`config.mk`:
```
export PLATFORM = sky130hd
export DESIGN_NAME = cond_test_unit
export DESIGN_NICKNAME = d
export VERILOG_FILES = /design/src/rtl/cond_test_pkg.sv /design/src/rtl/cond_test_unit_sat_counter.sv /design/src/rtl/cond_test_unit.sv
export SDC_FILE = /design/constraint.sdc
export NUM_CORES = 1
export LEC_CHECK = 0
export ABC_AREA = 1
export BUFFER_PORTS_ARGS = -buffer_cell sky130_fd_sc_hd__buf_2
export CELL_PAD_IN_SITES_DETAIL_PLACEMENT = 0
export CELL_PAD_IN_SITES_GLOBAL_PLACEMENT = 2
export CORE_MARGIN = 1
export CORE_UTILIZATION = 29
export CTS_CLUSTER_SIZE = 24
export DETAILED_ROUTE_END_ITERATION = 8
export PLACE_DENSITY = 0.88
export SLEW_MARGIN = 30
export SYNTH_ARGS = -nofsm -noshare
export SYNTH_HDL_FRONTEND = slang
export SYNTH_HIERARCHICAL = 1
export SYNTH_SLANG_ARGS = --single-unit
```
`constraint.sdc`:
```
create_clock -name clk -period 2.68 [get_ports clk]
set_input_delay 0.536 -clock clk [delete_from_list [all_inputs] [get_ports clk]]
set_output_delay 0.536 -clock clk [all_outputs]
set_load 0.1 [all_outputs]
```
`src/rtl/cond_test_pkg.sv`:
```
// Shared definitions for the condition test unit: mode codes, evaluator, stage entry.
// Latency: n/a (package, combinational helper only).
// Backpressure: n/a.
package cond_test_pkg;

  // Condition select codes
  localparam logic [2:0] MODE_EQZ    = 3'd0;
  localparam logic [2:0] MODE_NEZ    = 3'd1;
  localparam logic [2:0] MODE_LTZ    = 3'd2;
  localparam logic [2:0] MODE_GEZ    = 3'd3;
  localparam logic [2:0] MODE_GTZ    = 3'd4;
  localparam logic [2:0] MODE_LEZ    = 3'd5;
  localparam logic [2:0] MODE_ALWAYS = 3'd6;
  localparam logic [2:0] MODE_NEVER  = 3'd7;

  // Operands are sign-extended to MAX_WIDTH before evaluation; WIDTH must not exceed it.
  localparam int MAX_WIDTH = 64;
  // Tags are zero-extended to MAX_TAG_W inside the pipe; TAG_W must not exceed it.
  localparam int MAX_TAG_W = 16;

  typedef struct packed {
    logic                 valid;
    logic                 taken;
    logic [MAX_TAG_W-1:0] tag;
  } stage_t;

  // Signed compare against zero; data is already sign-extended so the MSB is the sign.
  function automatic logic cond_eval(input logic [MAX_WIDTH-1:0] data,
                                     input logic [2:0]           mode,
                                     input logic                 invert);
    logic zero;
    logic neg;
    logic c;
    zero = (data == '0);
    neg  = data[MAX_WIDTH-1];
    case (mode)
      MODE_EQZ:    c = zero;
      MODE_NEZ:    c = !zero;
      MODE_LTZ:    c = neg;
      MODE_GEZ:    c = !neg;
      MODE_GTZ:    c = !neg && !zero;
      MODE_LEZ:    c = neg || zero;
      MODE_ALWAYS: c = 1'b1;
      MODE_NEVER:  c = 1'b0;
      default:     c = 1'b0;
    endcase
    return c ^ invert;
  endfunction

endpackage

```
`src/rtl/cond_test_unit_sat_counter.sv`:
```
// Saturating up-counter with synchronous clear; clear wins over increment.
// Latency: count reflects inc/clr one cycle after the edge that samples them.
// Backpressure: none; inc is ignored once the counter is at all-ones.
module sat_counter #(
  parameter int W = 16
) (
  input  logic         clk,
  input  logic         rst_n,
  input  logic         inc,
  input  logic         clr,
  output logic [W-1:0] count
);

  // Clear has priority; increment stops at the maximum value instead of wrapping.
  always_ff @(posedge clk or negedge rst_n) begin
    if (!rst_n) begin
      count <= '0;
    end else if (clr) begin
      count <= '0;
    end else if (inc && (count != {W{1'b1}})) begin
      count <= count + W'(1);
    end
  end

endmodule

```
`src/rtl/cond_test_unit.sv`:
```
// Pipelined branch/flag condition evaluator with valid/ready output and statistics.
// Latency: STAGES cycles from the accepting edge to out_valid; one result per cycle.
// Backpressure: global stall when out_valid && !out_ready; flush kills all in-flight entries.
module cond_test_unit #(
  parameter int WIDTH  = 32,
  parameter int STAGES = 1,
  parameter int TAG_W  = 5,
  parameter int CNT_W  = 16
) (
  input  logic             clk,
  input  logic             rst_n,
  input  logic             in_valid,
  output logic             in_ready,
  input  logic [WIDTH-1:0] in_data,
  input  logic [2:0]       in_mode,
  input  logic             in_invert,
  input  logic [TAG_W-1:0] in_tag,
  input  logic             flush,
  output logic             out_valid,
  input  logic             out_ready,
  output logic             out_taken,
  output logic [TAG_W-1:0] out_tag,
  input  logic             cnt_clr,
  output logic [CNT_W-1:0] eval_cnt,
  output logic [CNT_W-1:0] taken_cnt
);

  import cond_test_pkg::*;

  stage_t [STAGES-1:0]  pipe;
  logic                 advance;
  logic                 handshake;
  logic                 eval_res;
  logic [MAX_WIDTH-1:0] data_ext;
  logic [MAX_TAG_W-1:0] tag_ext;
  logic                 unused_tag_hi;

  // Widen operand (sign) and tag (zero) to the package-wide widths.
  always_comb begin
    data_ext              = {MAX_WIDTH{in_data[WIDTH-1]}};
    data_ext[WIDTH-1:0]   = in_data;
    tag_ext               = '0;
    tag_ext[TAG_W-1:0]    = in_tag;
  end

  // Only the 1-bit outcome travels down the pipe, never the operand.
  assign eval_res = cond_eval(data_ext, in_mode, in_invert);

  assign advance   = !pipe[STAGES-1].valid || out_ready;
  assign in_ready  = advance && !flush;
  assign out_valid = pipe[STAGES-1].valid;
  assign out_taken = pipe[STAGES-1].taken;
  assign out_tag   = pipe[STAGES-1].tag[TAG_W-1:0];

  // Tag bits above TAG_W are always zero; they are gathered here so the narrowing is explicit.
  assign unused_tag_hi = ^pipe[STAGES-1].tag;

  // Shift chain: flush clears every valid bit, otherwise shift on advance, hold on stall.
  always_ff @(posedge clk or negedge rst_n) begin
    if (!rst_n) begin
      pipe <= '0;
    end else if (flush) begin
      for (int i = 0; i < STAGES; i++) begin
        pipe[i].valid <= 1'b0;
      end
    end else if (advance) begin
      pipe[0] <= '{valid: in_valid && in_ready, taken: eval_res, tag: tag_ext};
      for (int i = 1; i < STAGES; i++) begin
        pipe[i] <= pipe[i-1];
      end
    end
  end

  // A flushed output handshake does not count as a delivered result.
  assign handshake = pipe[STAGES-1].valid && out_ready && !flush;

  sat_counter #(.W(CNT_W)) u_eval_cnt (
    .clk   (clk),
    .rst_n (rst_n),
    .inc   (handshake),
    .clr   (cnt_clr),
    .count (eval_cnt)
  );

  sat_counter #(.W(CNT_W)) u_taken_cnt (
    .clk   (clk),
    .rst_n (rst_n),
    .inc   (handshake && pipe[STAGES-1].taken),
    .clr   (cnt_clr),
    .count (taken_cnt)
  );

endmodule
```
**Word level (Yosys, flattened, before mapping)**

Index checks and enable logic that the tools add are counted.

- Register bits after elaboration: 39
- Input port bits: 47
- Output and inout port bits: 40
- Logic and storage cells: 45

- Add/sub/neg operators: 2
- Equality and inequality tests: 9
- Multiplexer cells: 7
- Bitwise gates (word level): 2
- Reductions and logical operators: 20

Operators by type and width:

| cell | count |
|---|---|
| $logic_not 64->1 | 1 |
| $mux 16 | 4 |
| $add 16x1->16 const B | 2 |
| $ne 16x16->1 const B | 2 |
| $mux 18 | 1 |
| $eq 3x3->1 const B | 4 |
| $logic_and 1x1->1 | 8 |
| $pmux 1 s8 | 1 |
| $eq 3x2->1 const B | 2 |
| $reduce_bool 2->1 | 3 |
| $logic_not 1->1 | 4 |
| $eq 3x1->1 const B | 1 |
| $logic_not 3->1 | 1 |
| $logic_or 1x1->1 | 2 |
| $reduce_and 2->1 | 1 |
| $mux 1 | 1 |
| $not 1->1 | 1 |
| $xor 1x1->1 | 1 |

**Logic depth before layout (Yosys ltp)**

- Depth after elaboration: 7
- Gate-level depth with buffers: 13
- Gate-level depth less buffers: 13

**Modules after synthesis**

Netlist, hierarchy kept.

By module, submodules not included:

| module | instances | cells an instance | area an instance (um^2) | sequential area each (um^2) |
|---|---|---|---|---|
| sat_counter | 2 | 144 | 1037.2 | 400.4 |
| cond_test_unit | 1 | 86 | 525.5 | 175.2 |

**Least setup slack after synthesis**

No wires, ideal clock.

- Path type: register to register
- Start: register u_eval_cnt.count[1]
- End: register u_eval_cnt.count[7]
- Setup time: 67 ps
- Arrival time: 2180 ps
- Data required time: 2613 ps
- Slack: 432 ps
- Stages on the path, launching flop included: 11
- Buffers on the path: 1
- Period minus slack after synthesis: 2248 ps
- Path through: dfrtp_1 -> ha_1 -> nand2_2 -> nor2_4 -> nand2_4 -> o21ai_4 -> nand2_4 -> inv_4 -> buf_12 -> nand2_1 -> nand2_1

- Cells in the longest elaborated chain, start to end: 3
- Elaborated cells between the ends (all ways): 6
- Classes of those cells: 1 x add/sub; 1 x eq/ne; 2 x mux; 2 x reduce/logical

Ends and longest elaborated chain:

| item | RTL line | text |
|---|---|---|
| start: declaration | cond_test_unit_sat_counter.sv:11 | `output logic [W-1:0] count` |
| start signal: assignment | cond_test_unit_sat_counter.sv:21 | `count <= count + W'(1);` |
| $add 16x1->16 or $ne 16x16->1 (tied branches) | cond_test_unit_sat_counter.sv:21, cond_test_unit_sat_counter.sv:20 |  |
| $mux 16 or $logic_and 1x1->1 (tied branches) | cond_test_unit_sat_counter.sv:20 | `end else if (inc && (count != {W{1'b1}})) begin` |
| $mux 16 or $reduce_bool 2->1 (tied branches) | - |  |

Parallel ways exist; a longest one is shown, timed or not. The select of a mux whose other input is x is not followed.
A chain may end at the register's enable or synchronous reset.

**Final worst setup path**

- Start: register pipe (netlist bit out_valid)
- End: output port in_ready

- Cells in the longest elaborated chain, start to end: 3

Ends and longest elaborated chain:

| item | RTL line | text |
|---|---|---|
| start: declaration | cond_test_unit.sv:30 | `stage_t [STAGES-1:0] pipe;` |
| start signal: indexed assignment | cond_test_unit.sv:69 | `pipe[i] <= pipe[i-1];` |
| $logic_not 1->1 | cond_test_unit.sv:49 | `assign advance = !pipe[STAGES-1].valid \|\| out_ready;` |
| $logic_or 1x1->1 | cond_test_unit.sv:49 |  |
| $logic_and 1x1->1 | cond_test_unit.sv:50 | `assign in_ready = advance && !flush;` |
| end: declaration | cond_test_unit.sv:13 | `output logic in_ready,` |

No other way between the ends.

==> qor.csv <==
stage,metric,value,unit
timing,finalSetupTns,0,ns
cells_and_area,drive_gt1_share,26.8,%
logic_synthesis,postSynth.asyncResetShare,100,%
clocking,cts-root-buf,clkbuf_8,
drt,vias_per_cell,4.66,
placement,dpl.cell_count,566,
die,die_area,0.00935,mm^2
clocking,cts_tree,built,
logic_synthesis,synth_top_area_cell,dfrtp_1,
drt,vias,2675,
die,io_pins,87,
logic_synthesis,yosysSeqAreaShare,37.5,%
timing,fin_crit,2.00,ns
cells_and_area,fin_area,0.00323,mm^2
pwr,seqPwrFrac,48.2,%
die,start_util,29.8,%
pwr,leakage,1.71,nW
worst_setup_path,cp_data_arrival_time,1.46,ns
timing,max_freq,500,MHz
worst_setup_path,cp_max_fo,8,
drt,wirelength,7240,um
worst_setup_path,ff2ff_setup_slack,1.01,ns
placement,dp_hpwl,5490,um
worst_setup_path,cp.required,2.14,ns
drt,drt_first_pass_iters,4,
timing,finalClockSkew,0.00900,ns
cells_and_area,fin_cells,574,
pwr,fin_total_pwr,1.27,mW
global_routing,grt_pass1_vias,2478,
placement,io_buffers,86,
logic_synthesis,synth_area,0.00260,mm^2
clocking,clock_latency,0.29,ns
global_routing,grt_usage,15.8,%
clocking,ctsResizeCount,0,
run,maxCapViolCount,0,
min_path,min_path_type,in2async,
drt,antenna_left,0,
pwr,switchingPower,0.429,mW
logic_synthesis,yosysTopAreaCellShare,37.5,%
worst_setup_path,worstSetupEndpointType,primary output,
drt,wl_per_cell,12.6,um
cells_and_area,area_delta_synth_final,24.1,%
clocking,clkTransAtPathRegs,0.09,ns
logic_synthesis,synth_area_leaders,"dfrtp_1, nand2_1, nor2_1",
cells_and_area,n_antenna_cell,0,
cells_and_area,finalNetCount,514,
die,rows,34,
clocking,cts.sinks,39,
die,core,0.00872,mm^2
worst_setup_path,start_kind,flop,
pwr,p_sw_share,33.8,%
logic_synthesis,synth-seq-cells,39,
die,die_w,96.7,um
timing,rsz0062_at_grt,false,
worst_setup_path,r2r-start,u_taken_cnt/count[0]$_DFFE_PN0P_,
timing,slew_viol_final,0,
pwr,pwr-share-clk,32.4,%
pwr,internal_power,0.840,mW
pwr,max-vdd-ir-drop,0.000172,V
status,outcome,"finished, final reports clean",
global_routing,grt_pass1_wl,12200,um
logic_synthesis,synth_area_per_cell,6.95,um^2
pwr,power_density,393,mW/mm^2
global_routing,grt_max_degree,21,
worst_setup_path,reg2reg_to,u_taken_cnt/count[7]$_DFFE_PN0P_,
timing,setup_viol,0,
drt,drt-initial-drc-count,79,
global_routing,antenna_found_initial,0,
logic_synthesis,synth_edf_count,0,
timing,fin_crit_sh,74.6,%
timing,fin_hold_ws,0.184,ns
clocking,clk_path_buf_depth,2,
worst_setup_path,worst-r2r-cell-count,9,
logic_synthesis,ys_types,28,
global_routing,grt_overflow,0,
die,die_y,96.7,um
logic_synthesis,ys_dominant_reg_cell,dfrtp_1,
clocking,cts_inserted_buffers,5,
logic_synthesis,syn_inst,374,
logic_synthesis,syn_nets,423,
placement,place_congestion,0.759,
pwr,pwr-share-comb,19.4,%
placement,place_area,0.00314,mm^2
timing,final_hold_viol_count,0,
timing,worst_pin_slew,0.546,ns
logic_synthesis,synth_warnings,6,
timing,relSlewSlack,63.5,%
cells_and_area,final_cell_mix,"nand2_1, buf_2, nor2_1",
worst_setup_path,crit_type,reg2out,
clocking,cts_htree_levels,2,
cells_and_area,layout_commonest_cell,nand2_1,
clocking,postCtsHoldBufs,0,
clocking,cts_setup_buffers,0,
drt,drc,0,
[critical path, stage by stage, from the launching register on]
cell and delay, ns:
dfrtp_1 0.44, a21oi_4 0.26, buf_2 0.47
[area by class of cell]
cell class              instances  area (um^2)
clock buffers                   5         68.8
clock inverters                 3         20.0
fillers                       980         5490
inverters                      33          129
multi-input cells             296         1440
flip-flops and latches         39          976
well taps                     108          135
repair buffers                 90          460
[cells in the mapped netlist, drive strengths merged, types with 2 or more instances]
master  number
or2          2
a21oi        5
nand3       28
nand4       21
o21bai       4
o21ai       13
nor3         3
xnor2        4
nand2      152
ha           2
buf          6
dfrtp       39
nor2        55
xor2         6
inv         33
[registers in the layout, summed over array words and instances, names as in the netlist]
register / cells
u_taken_cnt/count: 16
out_valid: 1
u_eval_cnt/count: 16
out_tag: 5
out_taken: 1
[metrics by stage]
step / setup slack [ns] / util, %
after CTS: 0.661 / 37.0
after detailed placement: 0.767 / 36.0
after global placement: 0.782 / 36.0
final: 0.680 / 37.0
after global routing: 0.582 / 37.0
after floorplan: 0.432 / -
[cells by family (layout without fill, tap and decap cells)]
group,after synthesis,after routing,synth area share [%]
DFF,39,39,37.5
buffers and inverters,39,131,7.17
xor gates and xnor gates,10,10,3.37
AOI/OAI and AO/OA,22,22,6.21
and+or+nand+nor,262,262,44.8
adders and majority gates,2,2,0.962
[worst max path at each step]
stage,startpoint,to,slack [ns],cells past startpoint
3_3_place_gp,out_ready,in_ready,0.78,4
6_report,out_valid$_DFFE_PN0P_,in_ready,0.68,2
5_1_grt,out_valid$_DFFE_PN0P_,in_ready,0.58,2
4_1_cts,out_valid$_DFFE_PN0P_,in_ready,0.66,2
3_5_place_dp,out_ready,in_ready,0.77,4
2_1_floorplan,u_eval_cnt/count[1]$_DFFE_PN0P_,u_eval_cnt/count[7]$_DFFE_PN0P_,0.43,10
[power groups by stage]
stage               Sequential [mW]  Clock (mW)  Combinational (mW)
CTS                           0.612       0.427               0.250
finish                        0.612       0.411               0.246
detailed placement            0.623           0               0.250
global placement              0.623           0               0.248
global route                  0.614       0.447               0.265
floorplan                     0.716           0              0.0760
[per-layer routing]
metal  GRT usage, %  up-vias  routed length (um)  share of wire (%)
met1           21.5     1241                3460                 48
met5              0        -                   0                  0
met4           3.10        0                  39               0.54
li1               -     1379                   -                  -
met3           2.75        5                 225                3.1
met2           26.3       50                3510                 48
Power figures use the tool's default switching activity.
